==> src/rtl/cfg_switch_matrix_if.sv <==
// cfg_switch_matrix_if
//   Bundles the configuration command port, the READ response and the routed
//   wire bus of cfg_switch_matrix.
//   master : drives cfg_valid/cfg_op/cfg_wire/cfg_sel and wire_in,
//            observes cfg_ready/cfg_err/rsp_valid/rsp_sel/wire_out/wire_oe
//   slave  : the switch matrix itself (mirror directions)
interface cfg_switch_matrix_if #(
  parameter int N_WIRES = 18,
  parameter int SEL_W   = 5
);
  logic               cfg_valid;
  logic               cfg_ready;
  logic [1:0]         cfg_op;
  logic [SEL_W-1:0]   cfg_wire;
  logic [SEL_W-1:0]   cfg_sel;
  logic               cfg_err;
  logic               rsp_valid;
  logic [SEL_W-1:0]   rsp_sel;
  logic [N_WIRES-1:0] wire_in;
  logic [N_WIRES-1:0] wire_out;
  logic [N_WIRES-1:0] wire_oe;

  modport master (
    output cfg_valid, cfg_op, cfg_wire, cfg_sel, wire_in,
    input  cfg_ready, cfg_err, rsp_valid, rsp_sel, wire_out, wire_oe
  );

  modport slave (
    input  cfg_valid, cfg_op, cfg_wire, cfg_sel, wire_in,
    output cfg_ready, cfg_err, rsp_valid, rsp_sel, wire_out, wire_oe
  );
endinterface

==> src/rtl/cfg_switch_matrix.sv <==
// cfg_switch_matrix
//   Run-time configurable routing switch. Each of N_WIRES outputs is driven
//   from one selected input wire (select 1..N_WIRES) or left undriven
//   (select 0). Commands load a shadow table; COMMIT copies the whole shadow
//   table into the live table in a single edge, so routing never shows a
//   partially written pattern. CLEAR zeroes the shadow table one entry per
//   cycle without touching live routing.
// Ports
//   clk  : fabric clock, rising edge
//   rst  : asynchronous active-high reset
//   bus  : slave side of cfg_switch_matrix_if (command port, READ response,
//          wire_in / wire_out / wire_oe)
module cfg_switch_matrix #(
  parameter int N_WIRES = 18,
  parameter int SEL_W   = 5
) (
  input  logic                clk,
  input  logic                rst,
  cfg_switch_matrix_if.slave  bus
);

  localparam logic [1:0] OP_WRITE  = 2'b00;
  localparam logic [1:0] OP_COMMIT = 2'b01;
  localparam logic [1:0] OP_CLEAR  = 2'b10;
  localparam logic [1:0] OP_READ   = 2'b11;

  localparam logic [SEL_W-1:0] MAX_IDX = SEL_W'(N_WIRES);
  localparam logic [SEL_W-1:0] ONE     = SEL_W'(1);

  typedef enum logic [1:0] {
    ST_IDLE,
    ST_CLEAR,
    ST_COMMIT
  } state_t;

  state_t           state;
  state_t           state_nxt;
  logic [SEL_W-1:0] shadow [1:N_WIRES];
  logic [SEL_W-1:0] active [1:N_WIRES];
  logic [SEL_W-1:0] clr_idx;
  logic             wire_ok;
  logic             write_ok;
  logic             do_write;
  logic             do_read;
  logic             do_err;
  logic [N_WIRES-1:0] oe_vec;
  logic [N_WIRES-1:0] out_vec;

  // Command decode and next-state logic. Commands are only accepted in IDLE;
  // a wire may never select itself, which is the only loop we reject.
  always_comb begin
    state_nxt     = state;
    bus.cfg_ready = 1'b0;
    do_write      = 1'b0;
    do_read       = 1'b0;
    do_err        = 1'b0;
    wire_ok       = (bus.cfg_wire != '0) && (bus.cfg_wire <= MAX_IDX);
    write_ok      = wire_ok && (bus.cfg_sel <= MAX_IDX) &&
                    (bus.cfg_sel != bus.cfg_wire);
    case (state)
      ST_IDLE: begin
        bus.cfg_ready = 1'b1;
        if (bus.cfg_valid) begin
          case (bus.cfg_op)
            OP_WRITE: begin
              do_write = write_ok;
              do_err   = !write_ok;
            end
            OP_READ: begin
              do_read = wire_ok;
              do_err  = !wire_ok;
            end
            OP_COMMIT: state_nxt = ST_COMMIT;
            OP_CLEAR:  state_nxt = ST_CLEAR;
            default:   state_nxt = ST_IDLE;
          endcase
        end
      end
      ST_CLEAR: begin
        if (clr_idx == MAX_IDX) state_nxt = ST_IDLE;
      end
      ST_COMMIT: state_nxt = ST_IDLE;
      default:   state_nxt = ST_IDLE;
    endcase
  end

  always_ff @(posedge clk or posedge rst) begin
    if (rst) state <= ST_IDLE;
    else     state <= state_nxt;
  end

  // CLEAR walks k = 1..N_WIRES; the counter is parked at 1 while idle so it
  // is ready the moment CLEAR starts.
  always_ff @(posedge clk or posedge rst) begin
    if (rst)                    clr_idx <= ONE;
    else if (state == ST_CLEAR) clr_idx <= clr_idx + ONE;
    else                        clr_idx <= ONE;
  end

  always_ff @(posedge clk or posedge rst) begin
    if (rst) begin
      for (int i = 1; i <= N_WIRES; i++) shadow[i] <= '0;
    end else if (do_write) begin
      shadow[bus.cfg_wire] <= bus.cfg_sel;
    end else if (state == ST_CLEAR) begin
      shadow[clr_idx] <= '0;
    end
  end

  // The live table is copied as a whole at the end of the COMMIT cycle.
  always_ff @(posedge clk or posedge rst) begin
    if (rst) begin
      for (int i = 1; i <= N_WIRES; i++) active[i] <= '0;
    end else if (state == ST_COMMIT) begin
      for (int i = 1; i <= N_WIRES; i++) active[i] <= shadow[i];
    end
  end

  // READ samples the shadow value present at acceptance, so a WRITE in the
  // previous cycle is already visible.
  always_ff @(posedge clk or posedge rst) begin
    if (rst) begin
      bus.cfg_err   <= 1'b0;
      bus.rsp_valid <= 1'b0;
      bus.rsp_sel   <= '0;
    end else begin
      bus.cfg_err   <= do_err;
      bus.rsp_valid <= do_read;
      if (do_read) bus.rsp_sel <= shadow[bus.cfg_wire];
    end
  end

  // Purely combinational crossbar; select value s routes wire_in bit s-1.
  for (genvar g = 1; g <= N_WIRES; g++) begin : g_route
    assign oe_vec[g-1]  = (active[g] != '0);
    assign out_vec[g-1] = (active[g] != '0) ? bus.wire_in[active[g] - ONE] : 1'b0;
  end

  assign bus.wire_oe  = oe_vec;
  assign bus.wire_out = out_vec;

endmodule

==> src/flat_wrapper.sv <==
// flat-port wrapper written by rule: the top's interface ports become plain ports
module cfg_switch_matrix_flat 
#(
  parameter int N_WIRES = 18,
  parameter int SEL_W   = 5
)
  (clk, rst, bus_cfg_valid, bus_cfg_op, bus_cfg_wire, bus_cfg_sel, bus_wire_in, bus_cfg_ready, bus_cfg_err, bus_rsp_valid, bus_rsp_sel, bus_wire_out, bus_wire_oe);
  cfg_switch_matrix_if #(.N_WIRES(N_WIRES), .SEL_W(SEL_W)) bus_i ();
  input  logic clk;
  input  logic rst;
  input wire logic [$bits(bus_i.cfg_valid)-1:0] bus_cfg_valid;
  input wire logic [$bits(bus_i.cfg_op)-1:0] bus_cfg_op;
  input wire logic [$bits(bus_i.cfg_wire)-1:0] bus_cfg_wire;
  input wire logic [$bits(bus_i.cfg_sel)-1:0] bus_cfg_sel;
  input wire logic [$bits(bus_i.wire_in)-1:0] bus_wire_in;
  output wire logic [$bits(bus_i.cfg_ready)-1:0] bus_cfg_ready;
  output wire logic [$bits(bus_i.cfg_err)-1:0] bus_cfg_err;
  output wire logic [$bits(bus_i.rsp_valid)-1:0] bus_rsp_valid;
  output wire logic [$bits(bus_i.rsp_sel)-1:0] bus_rsp_sel;
  output wire logic [$bits(bus_i.wire_out)-1:0] bus_wire_out;
  output wire logic [$bits(bus_i.wire_oe)-1:0] bus_wire_oe;
  assign bus_i.cfg_valid = bus_cfg_valid;
  assign bus_i.cfg_op = bus_cfg_op;
  assign bus_i.cfg_wire = bus_cfg_wire;
  assign bus_i.cfg_sel = bus_cfg_sel;
  assign bus_i.wire_in = bus_wire_in;
  assign bus_cfg_ready = bus_i.cfg_ready;
  assign bus_cfg_err = bus_i.cfg_err;
  assign bus_rsp_valid = bus_i.rsp_valid;
  assign bus_rsp_sel = bus_i.rsp_sel;
  assign bus_wire_out = bus_i.wire_out;
  assign bus_wire_oe = bus_i.wire_oe;
  cfg_switch_matrix #(.N_WIRES(N_WIRES), .SEL_W(SEL_W)) u_core (.clk(clk), .rst(rst), .bus(bus_i));
endmodule
==> config.mk <==
export PLATFORM = sky130hd
export DESIGN_NAME = cfg_switch_matrix_flat
export DESIGN_NICKNAME = d
export VERILOG_FILES = /design/src/rtl/cfg_switch_matrix_if.sv /design/src/rtl/cfg_switch_matrix.sv /design/src/flat_wrapper.sv
export SDC_FILE = /design/constraint.sdc
export NUM_CORES = 1
export LEC_CHECK = 0
export ABC_CLOCK_PERIOD_IN_PS = 6200
export CAP_MARGIN = 20
export CORE_ASPECT_RATIO = 0.7
export CORE_MARGIN = 3
export CORE_UTILIZATION = 50
export CTS_CLUSTER_DIAMETER = 120
export DETAILED_ROUTE_END_ITERATION = 7
export PLACE_DENSITY = 0.83
export SLEW_MARGIN = 20
export SYNTH_ARGS = -nofsm -noshare
export SYNTH_HDL_FRONTEND = slang
export SYNTH_SLANG_ARGS = --single-unit
export TNS_END_PERCENT = 10
==> constraint.sdc <==
create_clock -name clk -period 6.2 [get_ports clk]
set_input_delay 1.24 -clock clk [delete_from_list [all_inputs] [get_ports clk]]
set_output_delay 1.24 -clock clk [all_outputs]
set_load 0.05 [all_outputs]
==> metrics.csv <==
stage,metric,value,unit
synthesis,synthArstFlopShare,1.00,
pwr,p_seq_frac,0.368,
clock_tree,post_cts_buffers,0,
worst_setup_path,critPathArrivalTime,4200,ps
route,via_per_inst,7.04,
clock_tree,cts-root-buf,clkbuf_16,
run,max_cap_viol_count,0,
synthesis,synth_area_leader_cell,dfrtp_1,
pwr,p_leak,6.59,nW
sta,layout_setup_ws,755,ps
synthesis,avgSynthCellArea,9.95,um^2
sta,fmax,184,MHz
sta,hold_viol,0,
sta,finalCritPeriodShare,0.878,
synthesis,synth_warnings,0,
route,postRouteWirelength,46400,um
route,firstDrtPassIters,6,
finish,drive_gt1_frac,0.214,
clock_tree,ctsHtreeMaxLevel,4,
finish,diodes,0,
floorplanning,die_y,150,um
synthesis,yosysSeqAreaShare,0.330,
clock_tree,cts.sinks,194,
synthesis,yosysMostFrequentCell,dfrtp_1,
clock_tree,cts_max_path_buffers,2,
clock_tree,cts_resized,0,
worst_setup_path,crit_type,in -> out,
synthesis,synth_top_cell_area_share,0.328,
synthesis,synth_ff_type,dfrtp_1,
synthesis,yosys-top-cells-count,"dfrtp_1 (193), mux2_2 (138), clkbuf_1 (108)",
pwr,combPwrFrac,0.366,
place,hpwl,33200,um
place,numPortBuffers,76,
global_routing,grt_usage,0.290,
sta,setup_viol,0,
sta,report.final.slew_viol_count,0,
global_routing,antenna_found_initial,2,
pwr,peakVddDrop,0.203,mV
place,pre_cts_ws,852,ps
finish,nFillCells,2333,
global_routing,overflow,0,
synthesis,syn_inst,1481,
sta,rsz0062_at_grt,no,
floorplanning,fp.coreArea,28400,um^2
synthesis,syn-cell-area,14700,um^2
worst_setup_path,crit_fanout,17,
clock_tree,cts_made_buffers,17,
floorplanning,ios,77,
sta,finalSetupTns,0,ps
synthesis,ys_types,62,
pwr,p_clk_frac,0.267,
pwr,netSwitchingFraction,0.393,
sta,relSlewSlack,0.317,
clock_tree,cts_tree,built,
clock_tree,clock_latency,450,ps
worst_setup_path,r2r_setup_slack,3500,ps
route,avgRoutedWirePerCell,25.3,um
synthesis,synth.net_count,1539,
sta,layout_min_cycle_time,5440,ps
sta,clock_skew,15.2,ps
worst_setup_path,cp.required,4960,ps
pwr,intPower,2.52,mW
global_routing,grt_first_pass_wirelength,71000,um
run_status,status,"finished, final reports clean",
worst_setup_path,start_kind,primary input,
floorplanning,chipWidth,211,um
floorplanning,rows,51,
floorplanning,initial_utilization,0.519,
place,gp_congestion,0.921,
synthesis,synth_edf_count,0,
floorplanning,die-area,31600,um^2
route,remaining_drc_errors,0,
route,vias,12927,
global_routing,grt_max_degree,195,
clock_tree,clkTransAtPathRegs,70,ps
finish,fin_nets,1511,
sta,tightest_slew,999,ps
finish,syn_to_final_growth,9.75,%
route,final_antenna_net_count,0,
global_routing,grt_pass1_vias,12161,
synthesis,synth_seq_cells,194,
pwr,power_density,256,nW/um^2
clock_tree,cts_hold_buf,0,
pwr,p_switching,1.63,mW
worst_hold_path,hold_class,reg -> reg,
worst_setup_path,cp-end-kind,output port,
route,drtIter0Drc,2099,
synthesis,synthTopCellsByArea,"dfrtp_1 (33%), mux2_2 (11%), mux4_2 (10%)",
==> routing by layer <==
metal / wire length, um / global-route usage
met3: 6520 / 0.0878
met2: 20000 / 0.429
met4: 1390 / 0.0873
met1: 18400 / 0.412
met5: 27 / 0
==> worst max-delay path, cell delays in order <==
cell and delay (ps):
clkdlybuf4s50_1 880, mux4_2 670, mux2_2 270, nand4_1 90, o211ai_1 110, a41o_1 240, clkdlybuf4s50_1 700
==> per-stage QoR <==
stage                      util  instance area [um^2]  cells  hold slack [ps]  total power, mW
after CTS                 0.568                 16100   1836              496             4.12
after global routing      0.569                 16200   1837              511             4.29
after global placement    0.548                 15600   1804              463             2.98
final                     0.569                 16200   1837              498             4.14
after floorplan               -                 14700   1481              448             2.59
after detailed placement  0.548                 15600   1804              479             3.02
==> cell type report <==
cell class / instances / area, um^2 / share of cell area
clock buffer: 18 / 439 / 0.0272
inverter: 86 / 327 / 0.0202
multi-input combinational: 1046 / 8930 / 0.552
tap: 371 / 464 / 0.0287
clock inverter: 14 / 146 / 0.00905
sequential: 194 / 4860 / 0.300
timing repair buffer: 108 / 1010 / 0.0625
==> flip-flops by register name, indices dropped and copies added (netlist names) <==
register,count
u_core.shadow,90
u_core.bus.cfg_err,1
u_core.bus.rsp_valid,1
u_core.clr_idx,5
u_core.bus.rsp_sel,5
u_core.state,2
u_core.active,90
==> cells in the final DEF, fill, tap and decap left out, types with 15 or more instances in the layout <==
cell type,synthesis,routed
a2111oi_0,22,22
a21oi_1,33,33
a22o_1,23,23
a31oi_1,16,16
buf_4,3,37
clkbuf_16,0,17
clkdlybuf4s50_1,0,68
dfrtp_1,193,193
ha_1,25,25
inv_1,86,85
mux2_2,138,138
mux2i_1,74,74
mux4_2,68,68
nand2_1,83,83
nand2b_1,38,37
nand3_1,59,59
nand4_1,16,16
nor2_1,97,97
nor3_1,19,19
o211ai_1,15,15
o21ai_0,52,52
o22ai_1,15,15
o2bb2ai_1,47,47
o311ai_0,19,19
or3_1,21,21
xnor2_1,30,30
xor2_1,18,18
==> worst paths after layout <==
kind                                  startpoint                end  depth (start not counted)
min in group asynchronous                    rst  u_core.active[11]                          3
worst max-delay path              bus_wire_in[9]   bus_wire_out[13]                          7
worst max register to register   u_core.state[1]  u_core.shadow[70]                          6
worst min-delay path            u_core.shadow[0]   u_core.shadow[0]                          1
worst min register to register  u_core.shadow[0]   u_core.shadow[0]                          1
max in group asynchronous                    rst  u_core.active[23]                          4
==> power groups by stage <==
stage	clock network, mW	logic (mW)	registers (mW)
detailed placement	0	1.48	1.54
global route	1.15	1.60	1.54
global placement	0	1.45	1.53
floorplan	0	1.09	1.49
CTS	1.11	1.49	1.52
finish	1.11	1.51	1.52
==> cell families after synthesis <==
kind of cell | after synthesis | share of synthesized area
AND/OR/NAND/NOR | 365 | 0.122
AO/OA/AOI/OAI | 328 | 0.174
multiplexers | 280 | 0.260
buffers and inverters | 241 | 0.0651
flip-flops | 194 | 0.330
XOR/XNOR | 48 | 0.0285
adder cells (fa/ha/maj) | 25 | 0.0212
(Power assumes the default switching activity.)
